==> src/rtl/hazard_ctrl_pkg.sv <==
// hazard_ctrl_pkg: shared constants and types for the pipeline hazard controller.
//   FWD_REGFILE      forward-select value meaning "read operand from the regfile"
//   hz_flags_t       per-stage flag record of the in-flight writer table
//   HZ_*_DEF         default parameter values used by hazard_ctrl
package hazard_ctrl_pkg;

  localparam int FWD_REGFILE        = 0;
  localparam int HZ_NUM_STAGES_DEF  = 2;
  localparam int HZ_REG_AW_DEF      = 5;
  localparam int HZ_LOAD_LAT_DEF    = 1;
  localparam int HZ_KILL_CYCLES_DEF = 1;

  // Flag part of one table entry. The destination register is stored in a
  // separate packed array because its width follows the REG_AW parameter.
  typedef struct packed {
    logic valid;
    logic we;
    logic is_load;
  } hz_flags_t;

endpackage

==> src/rtl/hazard_fwd_match.sv <==
// hazard_fwd_match: combinational priority match of one source operand
// against the in-flight writer table. Index 0 of the table arrays is stage 1
// (X); the youngest (lowest stage) matching writer wins.
//   rs, rs_used           operand address and whether it is actually read
//   tbl_valid/we/is_load  per-stage entry flags
//   tbl_rd                per-stage destination register
//   hit, stage, is_load   match found, its stage number (1..N), and whether
//                         that writer is a load
module hazard_fwd_match #(
  parameter int NUM_STAGES = 2,
  parameter int REG_AW     = 5,
  parameter int SEL_W      = $clog2(NUM_STAGES + 1)
) (
  input  logic [REG_AW-1:0]                 rs,
  input  logic                              rs_used,
  input  logic [NUM_STAGES-1:0]             tbl_valid,
  input  logic [NUM_STAGES-1:0]             tbl_we,
  input  logic [NUM_STAGES-1:0]             tbl_is_load,
  input  logic [NUM_STAGES-1:0][REG_AW-1:0] tbl_rd,
  output logic                              hit,
  output logic [SEL_W-1:0]                  stage,
  output logic                              is_load
);

  logic [NUM_STAGES-1:0] match;

  // x0 is hard-wired zero: never forwarded, even if some entry "writes" it.
  for (genvar k = 0; k < NUM_STAGES; k++) begin : g_match
    assign match[k] = rs_used && (rs != '0) && tbl_valid[k] && tbl_we[k] &&
                      (tbl_rd[k] == rs);
  end

  // Walk oldest to youngest so the youngest match overwrites older ones.
  always_comb begin
    hit     = 1'b0;
    stage   = '0;
    is_load = 1'b0;
    for (int k = NUM_STAGES - 1; k >= 0; k--) begin
      if (match[k]) begin
        hit     = 1'b1;
        stage   = SEL_W'(k + 1);
        is_load = tbl_is_load[k];
      end
    end
  end

endmodule

==> src/rtl/hazard_ctrl.sv <==
// hazard_ctrl: forwarding, load-use stall and post-redirect squash control
// for the Riscv151 pipeline. Tracks every in-flight writer over NUM_STAGES
// post-decode stages (X=1 .. WB=NUM_STAGES).
//   clk, reset             clock, asynchronous active-high reset
//   id_*                   decode-stage instruction fields
//   x_redirect             taken branch/jump resolved in X this cycle
//   fwd_sel_a/b            0 = regfile, k = forward from stage k
//   stall                  hold PC/decode, inject bubble (load-use)
//   kill                   squash decode slot, inject bubble
//   perf_stalls/perf_kills event counters, present only when the macro
//                          HAZARD_PERF_EN is defined
module hazard_ctrl
  import hazard_ctrl_pkg::*;
#(
  parameter int NUM_STAGES  = HZ_NUM_STAGES_DEF,
  parameter int REG_AW      = HZ_REG_AW_DEF,
  parameter int LOAD_LAT    = HZ_LOAD_LAT_DEF,
  parameter int KILL_CYCLES = HZ_KILL_CYCLES_DEF,
  parameter int SEL_W       = $clog2(NUM_STAGES + 1)
) (
  input  logic              clk,
  input  logic              reset,
  input  logic              id_valid,
  input  logic [REG_AW-1:0] id_rs1,
  input  logic [REG_AW-1:0] id_rs2,
  input  logic              id_rs1_used,
  input  logic              id_rs2_used,
  input  logic [REG_AW-1:0] id_rd,
  input  logic              id_we,
  input  logic              id_is_load,
  input  logic              x_redirect,
  output logic [SEL_W-1:0]  fwd_sel_a,
  output logic [SEL_W-1:0]  fwd_sel_b,
  output logic              stall,
  output logic              kill
`ifdef HAZARD_PERF_EN
  ,
  output logic [31:0]       perf_stalls,
  output logic [31:0]       perf_kills
`endif
);

  localparam int CNT_W = $clog2(KILL_CYCLES + 1);

  // ---------------------------------------------------------------- table
  hz_flags_t [NUM_STAGES-1:0]             tbl_q, tbl_d;
  logic      [NUM_STAGES-1:0][REG_AW-1:0] rd_q, rd_d;
  logic      [CNT_W-1:0]                  cnt_q, cnt_d;

  logic [NUM_STAGES-1:0] t_vld, t_we, t_ld;
  logic                  issue;

  always_comb begin
    for (int k = 0; k < NUM_STAGES; k++) begin
      t_vld[k] = tbl_q[k].valid;
      t_we[k]  = tbl_q[k].we;
      t_ld[k]  = tbl_q[k].is_load;
    end
  end

  // Entry 1 takes the decode instruction only when it actually advances;
  // stalled or squashed slots enter X as bubbles.
  always_comb begin
    tbl_d    = '0;
    rd_d     = '0;
    tbl_d[0] = issue ? '{valid: 1'b1, we: id_we, is_load: id_is_load} : '0;
    rd_d[0]  = id_rd;
    for (int k = 1; k < NUM_STAGES; k++) begin
      tbl_d[k] = tbl_q[k-1];
      rd_d[k]  = rd_q[k-1];
    end
  end

  // --------------------------------------------------------- kill counter
  // A redirect (re)loads the remaining squash count; no accumulation.
  always_comb begin
    cnt_d = cnt_q;
    if (x_redirect)        cnt_d = CNT_W'(KILL_CYCLES - 1);
    else if (cnt_q != '0)  cnt_d = cnt_q - 1'b1;
  end

  always_ff @(posedge clk or posedge reset) begin
    if (reset) begin
      tbl_q <= '0;
      rd_q  <= '0;
      cnt_q <= '0;
    end else begin
      tbl_q <= tbl_d;
      rd_q  <= rd_d;
      cnt_q <= cnt_d;
    end
  end

  // ------------------------------------------------------- operand match
  logic             a_hit, a_ld, b_hit, b_ld;
  logic [SEL_W-1:0] a_stage, b_stage;

  hazard_fwd_match #(
    .NUM_STAGES (NUM_STAGES),
    .REG_AW     (REG_AW),
    .SEL_W      (SEL_W)
  ) u_match_rs1 (
    .rs          (id_rs1),
    .rs_used     (id_rs1_used),
    .tbl_valid   (t_vld),
    .tbl_we      (t_we),
    .tbl_is_load (t_ld),
    .tbl_rd      (rd_q),
    .hit         (a_hit),
    .stage       (a_stage),
    .is_load     (a_ld)
  );

  hazard_fwd_match #(
    .NUM_STAGES (NUM_STAGES),
    .REG_AW     (REG_AW),
    .SEL_W      (SEL_W)
  ) u_match_rs2 (
    .rs          (id_rs2),
    .rs_used     (id_rs2_used),
    .tbl_valid   (t_vld),
    .tbl_we      (t_we),
    .tbl_is_load (t_ld),
    .tbl_rd      (rd_q),
    .hit         (b_hit),
    .stage       (b_stage),
    .is_load     (b_ld)
  );

  // ------------------------------------------------------------ outputs
  logic lu_a, lu_b, kill_raw;

  // Load data becomes forwardable only once the load is past LOAD_LAT.
  assign lu_a     = a_hit && a_ld && (32'(a_stage) <= 32'(LOAD_LAT));
  assign lu_b     = b_hit && b_ld && (32'(b_stage) <= 32'(LOAD_LAT));
  assign kill_raw = x_redirect || (cnt_q != '0);

  // Outputs are gated by reset so they drop the instant reset asserts,
  // even with x_redirect still high. A squashed slot never stalls.
  assign kill      = kill_raw && !reset;
  assign stall     = id_valid && (lu_a || lu_b) && !kill_raw && !reset;
  assign issue     = id_valid && !stall && !kill;
  assign fwd_sel_a = (a_hit && !reset) ? a_stage : SEL_W'(FWD_REGFILE);
  assign fwd_sel_b = (b_hit && !reset) ? b_stage : SEL_W'(FWD_REGFILE);

`ifdef HAZARD_PERF_EN
  // -------------------------------------------------------- perf counters
  logic [31:0] perf_stalls_q, perf_stalls_d, perf_kills_q, perf_kills_d;

  // Plain 32-bit increment: wraps from all-ones to zero.
  always_comb begin
    perf_stalls_d = perf_stalls_q + {31'd0, stall};
    perf_kills_d  = perf_kills_q + {31'd0, kill};
  end

  always_ff @(posedge clk or posedge reset) begin
    if (reset) begin
      perf_stalls_q <= '0;
      perf_kills_q  <= '0;
    end else begin
      perf_stalls_q <= perf_stalls_d;
      perf_kills_q  <= perf_kills_d;
    end
  end

  assign perf_stalls = perf_stalls_q;
  assign perf_kills  = perf_kills_q;
`endif

endmodule

==> config.mk <==
export PLATFORM = sky130hd
export DESIGN_NAME = hazard_ctrl
export DESIGN_NICKNAME = d
export VERILOG_FILES = /design/src/rtl/hazard_ctrl_pkg.sv /design/src/rtl/hazard_fwd_match.sv /design/src/rtl/hazard_ctrl.sv
export SDC_FILE = /design/constraint.sdc
export NUM_CORES = 1
export LEC_CHECK = 0
export BUFFER_PORTS_ARGS = -buffer_cell sky130_fd_sc_hd__clkbuf_2
export CAP_MARGIN = 20
export CELL_PAD_IN_SITES_DETAIL_PLACEMENT = 1
export CELL_PAD_IN_SITES_GLOBAL_PLACEMENT = 2
export CORE_MARGIN = 10
export CORE_UTILIZATION = 30
export DETAILED_ROUTE_END_ITERATION = 12
export PLACE_DENSITY_LB_ADDON = 0.08
export RECOVER_POWER = 50
export SETUP_SLACK_MARGIN = 0.5
export SYNTH_ARGS = -nofsm -noshare
export SYNTH_HDL_FRONTEND = slang
export SYNTH_SLANG_ARGS = --single-unit
==> constraint.sdc <==
create_clock -name clk -period 2.94 [get_ports clk]
set_clock_uncertainty 0.05 [all_clocks]
set_input_delay 0.588 -clock clk [delete_from_list [all_inputs] [get_ports clk]]
set_output_delay 0.588 -clock clk [all_outputs]
set_load 0.02 [all_outputs]
Word-level counts from Yosys, hierarchy flattened. Index checks and enable logic that the tools add are counted.

Input bits: 23. Output and inout port bits: 6. Word-level logic and storage cells: 67. Register bits after elaboration: 17.

Order comparisons: 2. Add/sub/neg operators: 1. Equality and inequality tests: 4. Muxes and demuxes: 17. Reductions and logical operators: 34.

Operators by type and width (count): $logic_and A1 B1 Y1 (26); $eq A5 B5 Y1 (4); $mux W2 (6); $mux W1 (10); $reduce_bool A5 Y1 (2); $le A2 B1 Y1 const B (2); $logic_not A1 Y1 (4); $mux W3 (1); $logic_or A1 B1 Y1 (2); $sub A1 B1 Y1 const B (1).

Logic depth before layout (Yosys ltp). Gate-level depths: netlist of the first run.

Depth after elaboration: 17. Mapped depth: 5. Depth with buffers taken out: 5.

Hierarchy. From an unflattened synthesis of the first run, not the netlist that was laid out.

Cell total of the unflattened synthesis: 95. Area total of the unflattened synthesis: 979.7 µm².

By module, submodules not included: hazard_ctrl (cells an instance 35, area an instance 534.3 µm², times used 1); hazard_fwd_match (cells an instance 30, area an instance 222.7 µm², times used 2).

Least setup slack after synthesis of the first run. No wires, ideal clock.

Path type: input port to output port. From: input port id_rs2[2]. To: output port fwd_sel_b[1]. Required time: 2302 ps. Data arrival time: 2002 ps. Path slack: 300 ps. Stages: 4. Path through: or4_1 -> o21ai_0 -> or4_4 -> nor3b_1.

Longest elaborated chain between the ends: 9. Elaborated cells between the ends (all ways): 16. Those cells by class: eq/ne: 2; mux: 5; reduce/logical: 9.

RTL lines: start, declared (line hazard_ctrl.sv:25) `input logic [REG_AW-1:0] id_rs2,`; $reduce_bool A5 Y1 (line hazard_fwd_match.sv:29) `assign match[k] = rs_used && (rs != '0) && tbl_valid[k] && tbl_we[k] &&`; $logic_and A1 B1 Y1 (4 in series) (line hazard_fwd_match.sv:29); $mux W1 (2 in series) (line hazard_fwd_match.sv:39) `if (match[k]) begin`; $logic_and A1 B1 Y1 (line hazard_ctrl.sv:144) `assign fwd_sel_b = (b_hit && !reset) ? b_stage : SEL_W'(FWD_REGFILE);`; $mux W2 * (line hazard_ctrl.sv:144); end, declared (line hazard_ctrl.sv:33) `output logic [SEL_W-1:0] fwd_sel_b,`.

Every way passes the cells marked *; elsewhere a longest branch is shown, timed or not.

Worst setup path after layout of the first run.
From: input port id_rs2[3]. To: output port stall.

Longest elaborated chain between the ends: 13. Elaborated cells between the ends (all ways): 23. Those cells by class: order compare: 1; eq/ne: 2; mux: 6; reduce/logical: 14.

RTL lines: $reduce_bool A5 Y1 (line hazard_fwd_match.sv:29); $logic_and A1 B1 Y1 (4 in series) (line hazard_fwd_match.sv:29); $mux W2 or $mux W1 (tied branches) (2 in series) (line hazard_fwd_match.sv:39); $le A2 B1 Y1 or $logic_and A1 B1 Y1 (tied branches) (line hazard_ctrl.sv:135) `assign lu_b = b_hit && b_ld && (32'(b_stage) <= 32'(LOAD_LAT));`; $logic_and A1 B1 Y1 * (line hazard_ctrl.sv:135); $logic_or A1 B1 Y1 * (line hazard_ctrl.sv:141) `assign stall = id_valid && (lu_a || lu_b) && !kill_raw && !reset;`; $logic_and A1 B1 Y1 * (3 in series) (line hazard_ctrl.sv:141); end, declared (line hazard_ctrl.sv:34) `output logic stall,`.

Marked as above.

==> run summary, run 1 <==
status -> complete, no violations
fin. max-slew vios -> 0
vias in the first global route -> 715
Post-DP Area -> 932 um2
EDFF count, synth -> 0
Final GP Congestion -> 0.773
most common cell after layout, fill and taps aside -> clkbuf_2
non-filler cells, final -> 129
Rows -> 17
synth-to-layout area growth -> 43.5%
WP data arrival -> 2.06 ns
max_slew headroom -> 48.9%
Tot GR Track Use -> 8.32%
Hold Slack -> 0.339 ns
syn avg cell area -> 11.9 um2
clock share of power -> 26.6%
Worst EP required -> 2.30 ns
final hold viol count -> 0
Root Buffer -> clkbuf_4
die height -> 69.6 um
Die Wd -> 69.6 um
H-tree lvl count -> 1
largest net degree at the start of global routing -> 17
worst skew pair latency -> 0.26 ns
Comb pwr share -> 17.1%
Hold Crit Class -> register to register
#FFs+latches synth -> 15
FFs w/ async S/R, synth -> 100%
Hold Buf Count CTS -> 0
sequential-to-total area share from yosys stat -> 50.9%
Util after Layout -> 46.5%
Ant. Diodes -> 0
fmax -> 0.370 GHz
CP max-delay cell -> or4_4
CP delay by family, top -> simple AND/OR/NAND/NOR gates
Final Instance Area -> 1060 um2
Core ar. -> 2280 um2
top_reg_cell synth -> dfrtp_1
final worst path period need -> 2.70 ns
fin crit share -> 91.9%
r2r worst-path depth -> 6
Worst setup SP type -> primary input
clk sink count -> 15
syn_nets -> 85
register area -> 375 um2
FF-to-FF setup slack -> 0.99 ns
most frequent cells in the layout -> 21 x clkbuf_2, 15 x dfrtp_1, 13 x xnor2_1
routed wire length -> 2.00 mm
Worst-path clk slew -> 0.08 ns
worst hold start -> t_vld[0]$_DFF_PP0_
Syn Std Cell Area -> 737 um2
leakage power -> 0.464 nW
sequential share of power -> 56.3%
die area -> 4840 um2
RSZ-0062 raised after global routing -> yes
post-DR wirelength/cell -> 15.5 um
clock buffer depth -> 2
reg2reg end -> t_we[0]$_DFF_PP0_
Initial Utilization -> 32.4%
share of layout cells above drive strength 1 -> 45.5%
max_cap viols -> 0
initial drt markers -> 14
via count -> 607
CP max FO -> 3
ranking of synthesized cells by area -> dfrtp_1 51%, xnor2_1 15%, xor2_1 8.3%
Slew @ Worst Pin -> 0.766 ns
Cell variety after synth -> 16
Peak supply drop -> 0.258 mV
slowest stage delay, CP -> 0.45 ns
total power -> 403 uW
Synth Instances -> 62
DRT Pass-1 Iters -> 4
hold path cells -> 0
first-pass GRT wire length -> 3.36 mm
TritonCTS clock tree -> yes
worst-path cell chain -> clkbuf_2, xnor2_1, nand4_1, or4_4, a2111oi_4, buf_4
Sw Ratio -> 24.4%
post-detail-place hpwl -> 1.71 mm
placed insts -> 119
final antenna-violating net count -> 0
Worst R2R Start -> rd_d[6]$_DFF_PP0_
via density per instance -> 4.71
Synth top area share -> 50.9%
Bufs and invs on worst path -> 2
DRC viols -> 0
multi-input logic area -> 394 um2
Setup crit end kind -> output port
setup tns final -> 0 ns
fillcell total -> 258
setup ws final -> 0.238 ns
Setup violations, final -> 0
initial antenna violation count -> 0
# nets final -> 125
PwrDens -> 381 nW/um2
grt ovf -> 0
P_sw -> 98.3 uW
critical path class -> primary input to output port
Hold EP -> t_vld[1]$_DFF_PP0_
Internal -> 304 uW
Synth area leader -> dfrtp_1
Top-Level Pins -> 29
Placement Setup Slack -> 0.0900 ns
Yosys Warn Count -> 0
port bufs -> 28
total CTS buffers -> 3
[cells in the mapped netlist (2+ instances only)]
| master | count |
|---|---|
| nand2_1 | 5 |
| inv_1 | 2 |
| xor2_1 | 7 |
| nand4_1 | 3 |
| or4_1 | 3 |
| xnor2_1 | 13 |
| dfrtp_1 | 15 |
| nor2_1 | 3 |
| nor3b_1 | 3 |
| or4_4 | 2 |
[power by group through the flow]
stage          registers [mW]  logic (mW)  clock network, mW
2_1_floorplan           0.228      0.0325                  0
3_3_place_gp            0.231      0.0617                  0
3_5_place_dp            0.231      0.0627                  0
4_1_cts                 0.227      0.0672              0.113
5_1_grt                 0.228      0.0772              0.122
6_report                0.227      0.0689              0.107
[routing by layer]
layer  wire, um  part of all wire, %  up-vias  track usage (%)
met5          0                    0        -                0
met4         18                 0.90        0             3.33
met3         80                  4.0        2             1.43
met2       1070                   53       15             14.3
met1        837                   42      295             9.85
li1           -                    -      295                -
[state kept, by name, indices dropped and copies added, names as in the netlist]
name	count
rd_d	5
rd_q	5
t_ld	1
t_vld	2
t_we	2
[worst reg2reg max path, stage by stage (launching register included)]
cell and delay [ns]:
dfrtp_1 0.42, xnor2_1 0.19, nand4_1 0.11, or4_4 0.45
a2111oi_4 0.39, buf_4 0.18, nor3b_1 0.05
[layout make-up]
cell class                      count  share of cell area, %
Inverter                            2                  0.710
Clock buffer                        4                   2.49
Sequential cell                    15                   35.5
Timing Repair Buffer               35                   20.7
Multi-Input combinational cell     45                   37.3
Tap cell                           28                   3.31
[worst max path at each step]
stage                            from     to  cells after the start
floorplan                   id_rs2[2]  stall                      4
global placement            id_rs2[4]  stall                      6
detailed placement          id_rs2[3]  stall                      6
CTS                         id_rs1[0]  stall                      6
global route        rd_d[5]$_DFF_PP0_  stall                      5
finish                      id_rs2[3]  stall                      6
[kinds of logic (layout without fill, tap and decap cells)]
family	Yosys count	after routing	synth area share, %
AO/OA/AOI/OAI	3	3	5.60
AND/OR/NAND/NOR	22	22	18.7
XOR/XNOR	20	20	23.8
buffers and inverters	2	41	1.02
flip-flops	15	15	50.9
[timing repair]
item | 4_1_cts | 5_1_grt
gates cloned | 0 | 0
pin swaps | 6 | 4
setup buffers | 4 | 2
resized for setup | 10 | 7
endpoints found under the setup margin | 5 | 5
No activity file was read; power rests on OpenSTA's default activity.
==> run 2, diff against run 1 <==
--- a/config.mk
+++ b/config.mk
@@ -12,6 +12,7 @@
 export CORE_MARGIN = 10
 export CORE_UTILIZATION = 30
 export DETAILED_ROUTE_END_ITERATION = 12
+export GPL_TIMING_DRIVEN = 0
 export PLACE_DENSITY_LB_ADDON = 0.08
 export RECOVER_POWER = 50
 export SETUP_SLACK_MARGIN = 0.5
==> run summary, run 2 (synthesized netlist as in run 1, its figures left out) <==
largest net degree at the start of global routing -> 17 (unchanged)
die height -> 69.6 um (unchanged)
most common cell after layout, fill and taps aside -> clkbuf_2
Hold Slack -> 0.331 ns (-0.00804 ns)
Tot GR Track Use -> 8.03% (-0.28 points)
max_slew headroom -> 62.4% (+14 points)
Die Wd -> 69.6 um (unchanged)
final worst path period need -> 2.71 ns (+0.00432 ns)
Worst-path clk slew -> 0.08 ns (about the same)
final antenna-violating net count -> 0 (unchanged)
clock buffer depth -> 2 (unchanged)
Worst setup SP type -> primary input
critical path class -> primary input to output port
DRC viols -> 0 (unchanged)
initial antenna violation count -> 0 (unchanged)
grt ovf -> 0 (unchanged)
first-pass GRT wire length -> 3.24 mm (-3.7%)
Initial Utilization -> 32.4% (unchanged)
vias in the first global route -> 671 (-6.2%)
clk sink count -> 15 (unchanged)
Hold Crit Class -> register to register
Top-Level Pins -> 29 (unchanged)
WP data arrival -> 2.07 ns (about the same)
synth-to-layout area growth -> 41.9%
Root Buffer -> clkbuf_4
Core ar. -> 2280 um2 (unchanged)
status -> complete, no violations
post-detail-place hpwl -> 1.65 mm (-3.8%)
Worst EP required -> 2.30 ns (about the same)
total CTS buffers -> 3 (unchanged)
Peak supply drop -> 0.289 mV (+12%)
most frequent cells in the layout -> 18 x clkbuf_2, 15 x dfrtp_1, 13 x xnor2_1
worst skew pair latency -> 0.27 ns (about the same)
Ant. Diodes -> 0 (unchanged)
Slew @ Worst Pin -> 0.563 ns (-0.203 ns)
Final GP Congestion -> 0.763 (-1.4%)
port bufs -> 28 (unchanged)
fmax -> 0.369 GHz (-0.16%)
max_cap viols -> 0 (unchanged)
total power -> 401 uW (-0.52%)
Setup violations, final -> 0 (unchanged)
TritonCTS clock tree -> yes
RSZ-0062 raised after global routing -> yes
# nets final -> 121 (-3.2%)
fin. max-slew vios -> 0 (unchanged)
fin crit share -> 92.1% (+0.15 points)
CP max FO -> 3 (unchanged)
die area -> 4840 um2 (unchanged)
Setup crit end kind -> output port
via count -> 581 (-4.3%)
PwrDens -> 383 nW/um2 (+0.55%)
DRT Pass-1 Iters -> 3 (-1)
setup tns final -> 0 ns (unchanged)
Rows -> 17 (unchanged)
via density per instance -> 4.65 (-1.2%)
share of layout cells above drive strength 1 -> 44.3% (-1.2 points)
initial drt markers -> 8 (-6)
final hold viol count -> 0 (unchanged)
H-tree lvl count -> 1 (unchanged)
Hold Buf Count CTS -> 0 (unchanged)
leakage power -> 0.455 nW (-2.0%)
post-DR wirelength/cell -> 15.7 um (+1.2%)
routed wire length -> 1.96 mm (-1.9%)
-- run 2: layer usage --
metal	global-route usage, %	routed length [um]
met1	8.97	816
met2	13.8	1030
met3	1.85	104
met4	3.99	10
met5	0	0
-- run 2: final cells by class --
type / instances / area [um2]
inverters: 2 / 7.51
repair buffers: 31 / 214
clock buffers: 4 / 26.3
fillers: 255 / 1230
multi-input cells: 45 / 388
flip-flops and latches: 15 / 375
well taps: 28 / 35.0
-- run 2: power by group --
group | total (mW) | switching, mW | internal (mW)
registers | 0.226 | 0.00933 | 0.217
logic | 0.0669 | 0.0324 | 0.0345
clock network | 0.107 | 0.0550 | 0.0525
total | 0.401 | 0.0967 | 0.304
-- run 2: path summary, 6_finish.rpt --
check	slack (ns)	cells after the start	end	startpoint
max in group asynchronous	2.03	2	rd_q[8]$_DFF_PP0_	reset
min in group asynchronous	0.44	2	t_vld[0]$_DFF_PP0_	reset
max reg2reg	0.98	6	t_we[0]$_DFF_PP0_	rd_d[9]$_DFF_PP0_
max	0.23	6	stall	id_rs1[0]
min reg2reg	0.33	0	t_we[1]$_DFF_PP0_	t_we[0]$_DFF_PP0_
min	0.33	0	t_we[1]$_DFF_PP0_	t_we[0]$_DFF_PP0_
-- run 2: worst max-delay path, stage by stage --
cell	delay, ns
clkbuf_2	0.12
xnor2_1	0.18
nand4_1	0.14
or4_4	0.46
a2111oi_4	0.38
buf_4	0.20
-- run 2: metrics by stage --
step	setup slack, ns	instances	instance area, um2	utilization, %
floorplan	0.444	62	749	-
global placement	0.115	118	925	40.6
detailed placement	0.101	118	925	40.6
CTS	0.238	124	1010	44.4
global route	0.127	125	1050	46.0
finish	0.233	125	1050	46.0
-- run 2: timing repair --
action,4_1_cts,5_1_grt
pin swaps,7,2
resized for setup,9,15
buffers inserted,2,1
endpoints found under the setup margin,4,5
==> run 3, diff against run 2 <==
--- a/config.mk
+++ b/config.mk
@@ -15,7 +15,6 @@
 export GPL_TIMING_DRIVEN = 0
 export PLACE_DENSITY_LB_ADDON = 0.08
 export RECOVER_POWER = 50
-export SETUP_SLACK_MARGIN = 0.5
 export SYNTH_ARGS = -nofsm -noshare
 export SYNTH_HDL_FRONTEND = slang
 export SYNTH_SLANG_ARGS = --single-unit
==> constraint.sdc (replaced) <==
create_clock -name clk -period 2.94 [get_ports clk]
set_clock_uncertainty 0.05 [all_clocks]
set_input_delay 0.147 -clock clk [delete_from_list [all_inputs] [get_ports clk]]
set_output_delay 0.147 -clock clk [all_outputs]
set_load 0.02 [all_outputs]
==> run summary, run 3 (synthesized netlist as in run 1, its figures left out) <==
status -> complete, no violations
Util after Layout -> 43.9% (-2.1 points)
Die Wd -> 69.6 um (unchanged)
Ant. Diodes -> 0 (unchanged)
Rows -> 17 (unchanged)
Setup crit end kind -> output port
total CTS buffers -> 3 (unchanged)
port bufs -> 28 (unchanged)
synth-to-layout area growth -> 35.5%
critical path class -> register to output port
final worst path period need -> 2.41 ns (-0.300 ns)
Setup violations, final -> 0 (unchanged)
initial drt markers -> 10 (+2)
Peak supply drop -> 0.228 mV (-21%)
largest net degree at the start of global routing -> 17 (unchanged)
Slew @ Worst Pin -> 0.604 ns (+0.0409 ns)
CP delay by family, top -> simple AND/OR/NAND/NOR gates
RSZ-0062 raised after global routing -> no
CP max FO -> 4 (+1)
post-DR wirelength/cell -> 14.5 um (-7.4%)
Bufs and invs on worst path -> 1 (-1)
TritonCTS clock tree -> yes
Initial Utilization -> 32.4% (unchanged)
stages on the worst setup path -> 5 (-1)
most frequent cells in the layout -> 27 x clkbuf_2, 15 x dfrtp_1, 13 x xnor2_1
DRT Pass-1 Iters -> 2 (-1)
Hold Crit Class -> primary input to register
max_cap viols -> 0 (unchanged)
routed wire length -> 1.86 mm (-5.2%)
grt ovf -> 0 (unchanged)
r2r worst-path depth -> 5 (-1)
H-tree lvl count -> 1 (unchanged)
Worst-path clk slew -> 0.09 ns (about the same)
DRC viols -> 0 (unchanged)
Final GP Congestion -> 0.706 (-7.5%)
Post-CTS Setup Inserts -> 0 (-2)
# nets final -> 124 (+2.5%)
worst skew pair latency -> 0.29 ns (+0.02 ns)
worst-path cell chain -> xnor2_1, nand4_1, or4_4, a2111oi_4, clkbuf_2
hold path cells -> 2 (+2)
final hold viol count -> 0 (unchanged)
Tot GR Track Use -> 8.19% (+0.15 points)
post-detail-place hpwl -> 1.60 mm (-3.0%)
share of layout cells above drive strength 1 -> 36.0% (-8.3 points)
most common cell after layout, fill and taps aside -> clkbuf_2
die height -> 69.6 um (unchanged)
initial antenna violation count -> 0 (unchanged)
max_slew headroom -> 59.7% (-2.7 points)
via density per instance -> 4.48 (-3.5%)
final antenna-violating net count -> 0 (unchanged)
die area -> 4840 um2 (unchanged)
vias in the first global route -> 633 (-5.7%)
Worst EP required -> 2.74 ns (+0.44 ns)
leakage power -> 0.444 nW (-2.3%)
fin. max-slew vios -> 0 (unchanged)
via count -> 574 (-1.2%)
Hold Slack -> 0.0444 ns (-0.286 ns)
setup tns final -> 0 ns (unchanged)
Worst setup SP type -> register
fin crit share -> 81.8% (-10 points)
clock buffer depth -> 2 (unchanged)
Top-Level Pins -> 29 (unchanged)
WP data arrival -> 2.21 ns (+0.14 ns)
FF-to-FF setup slack -> 0.99 ns (about the same)
PwrDens -> 409 nW/um2 (+6.8%)
fmax -> 0.416 GHz (+12%)
first-pass GRT wire length -> 3.14 mm (-3.0%)
Root Buffer -> clkbuf_4
clk sink count -> 15 (unchanged)
Core ar. -> 2280 um2 (unchanged)
CP max-delay cell -> or4_4
slowest stage delay, CP -> 0.53 ns (+0.07 ns)
-- run 3: per-stage QoR --
stage | std cells | instance area, um2 | setup slack, ns | total power, mW
after floorplan | 62 | 737 | 0.933 | 0.260
after global routing | 128 | 998 | 0.406 | 0.434
final | 128 | 998 | 0.534 | 0.408
after global placement | 118 | 912 | 0.827 | 0.290
after detailed placement | 118 | 912 | 0.819 | 0.291
after CTS | 128 | 1000 | 0.484 | 0.417
-- run 3: area by class of cell --
| class | count | area, um2 |
|---|---|---|
| Fill cell | 262 | 1280 |
| Inverter | 2 | 7.51 |
| Sequential cell | 15 | 375 |
| Timing Repair Buffer | 34 | 199 |
| Clock inverter | 1 | 5.00 |
| Tap cell | 28 | 35.0 |
| Clock buffer | 3 | 22.5 |
| Multi-Input combinational cell | 45 | 354 |
-- run 3: where the power goes --
group	switching [mW]	total (mW)	internal (mW)	leakage [nW]
Clock	0.0675	0.118	0.0506	0.0177
Sequential	0.00878	0.226	0.217	0.181
Combinational	0.0301	0.0645	0.0345	0.246
Total	0.106	0.408	0.302	0.444
-- run 3: final timing paths --
kind                                    from                 to
max                        rd_d[5]$_DFF_PP0_              stall
min                               id_is_load  t_ld[0]$_DFF_PP0_
max reg2reg                rd_d[5]$_DFF_PP0_  t_we[0]$_DFF_PP0_
min reg2reg                t_we[0]$_DFF_PP0_  t_we[1]$_DFF_PP0_
max in group asynchronous              reset  t_ld[0]$_DFF_PP0_
min in group asynchronous              reset  rd_d[6]$_DFF_PP0_
-- run 3: routing by layer --
metal  GRT usage (%)  wire [um]  up-vias  share of wire (%)
li1                -          -      292                  -
met1            9.98        886      258                 48
met2            11.7        822       19                 44
met3            3.00        105        5                5.6
met4            5.32         48        0                2.6
met5               0          0        -                  0
-- run 3: what timing repair did --
item	4_1_cts	5_1_grt
hold endpoints to repair	20	0
gates resized for setup	0	0
hold buffers	6	0
setup endpoints to repair	0	0
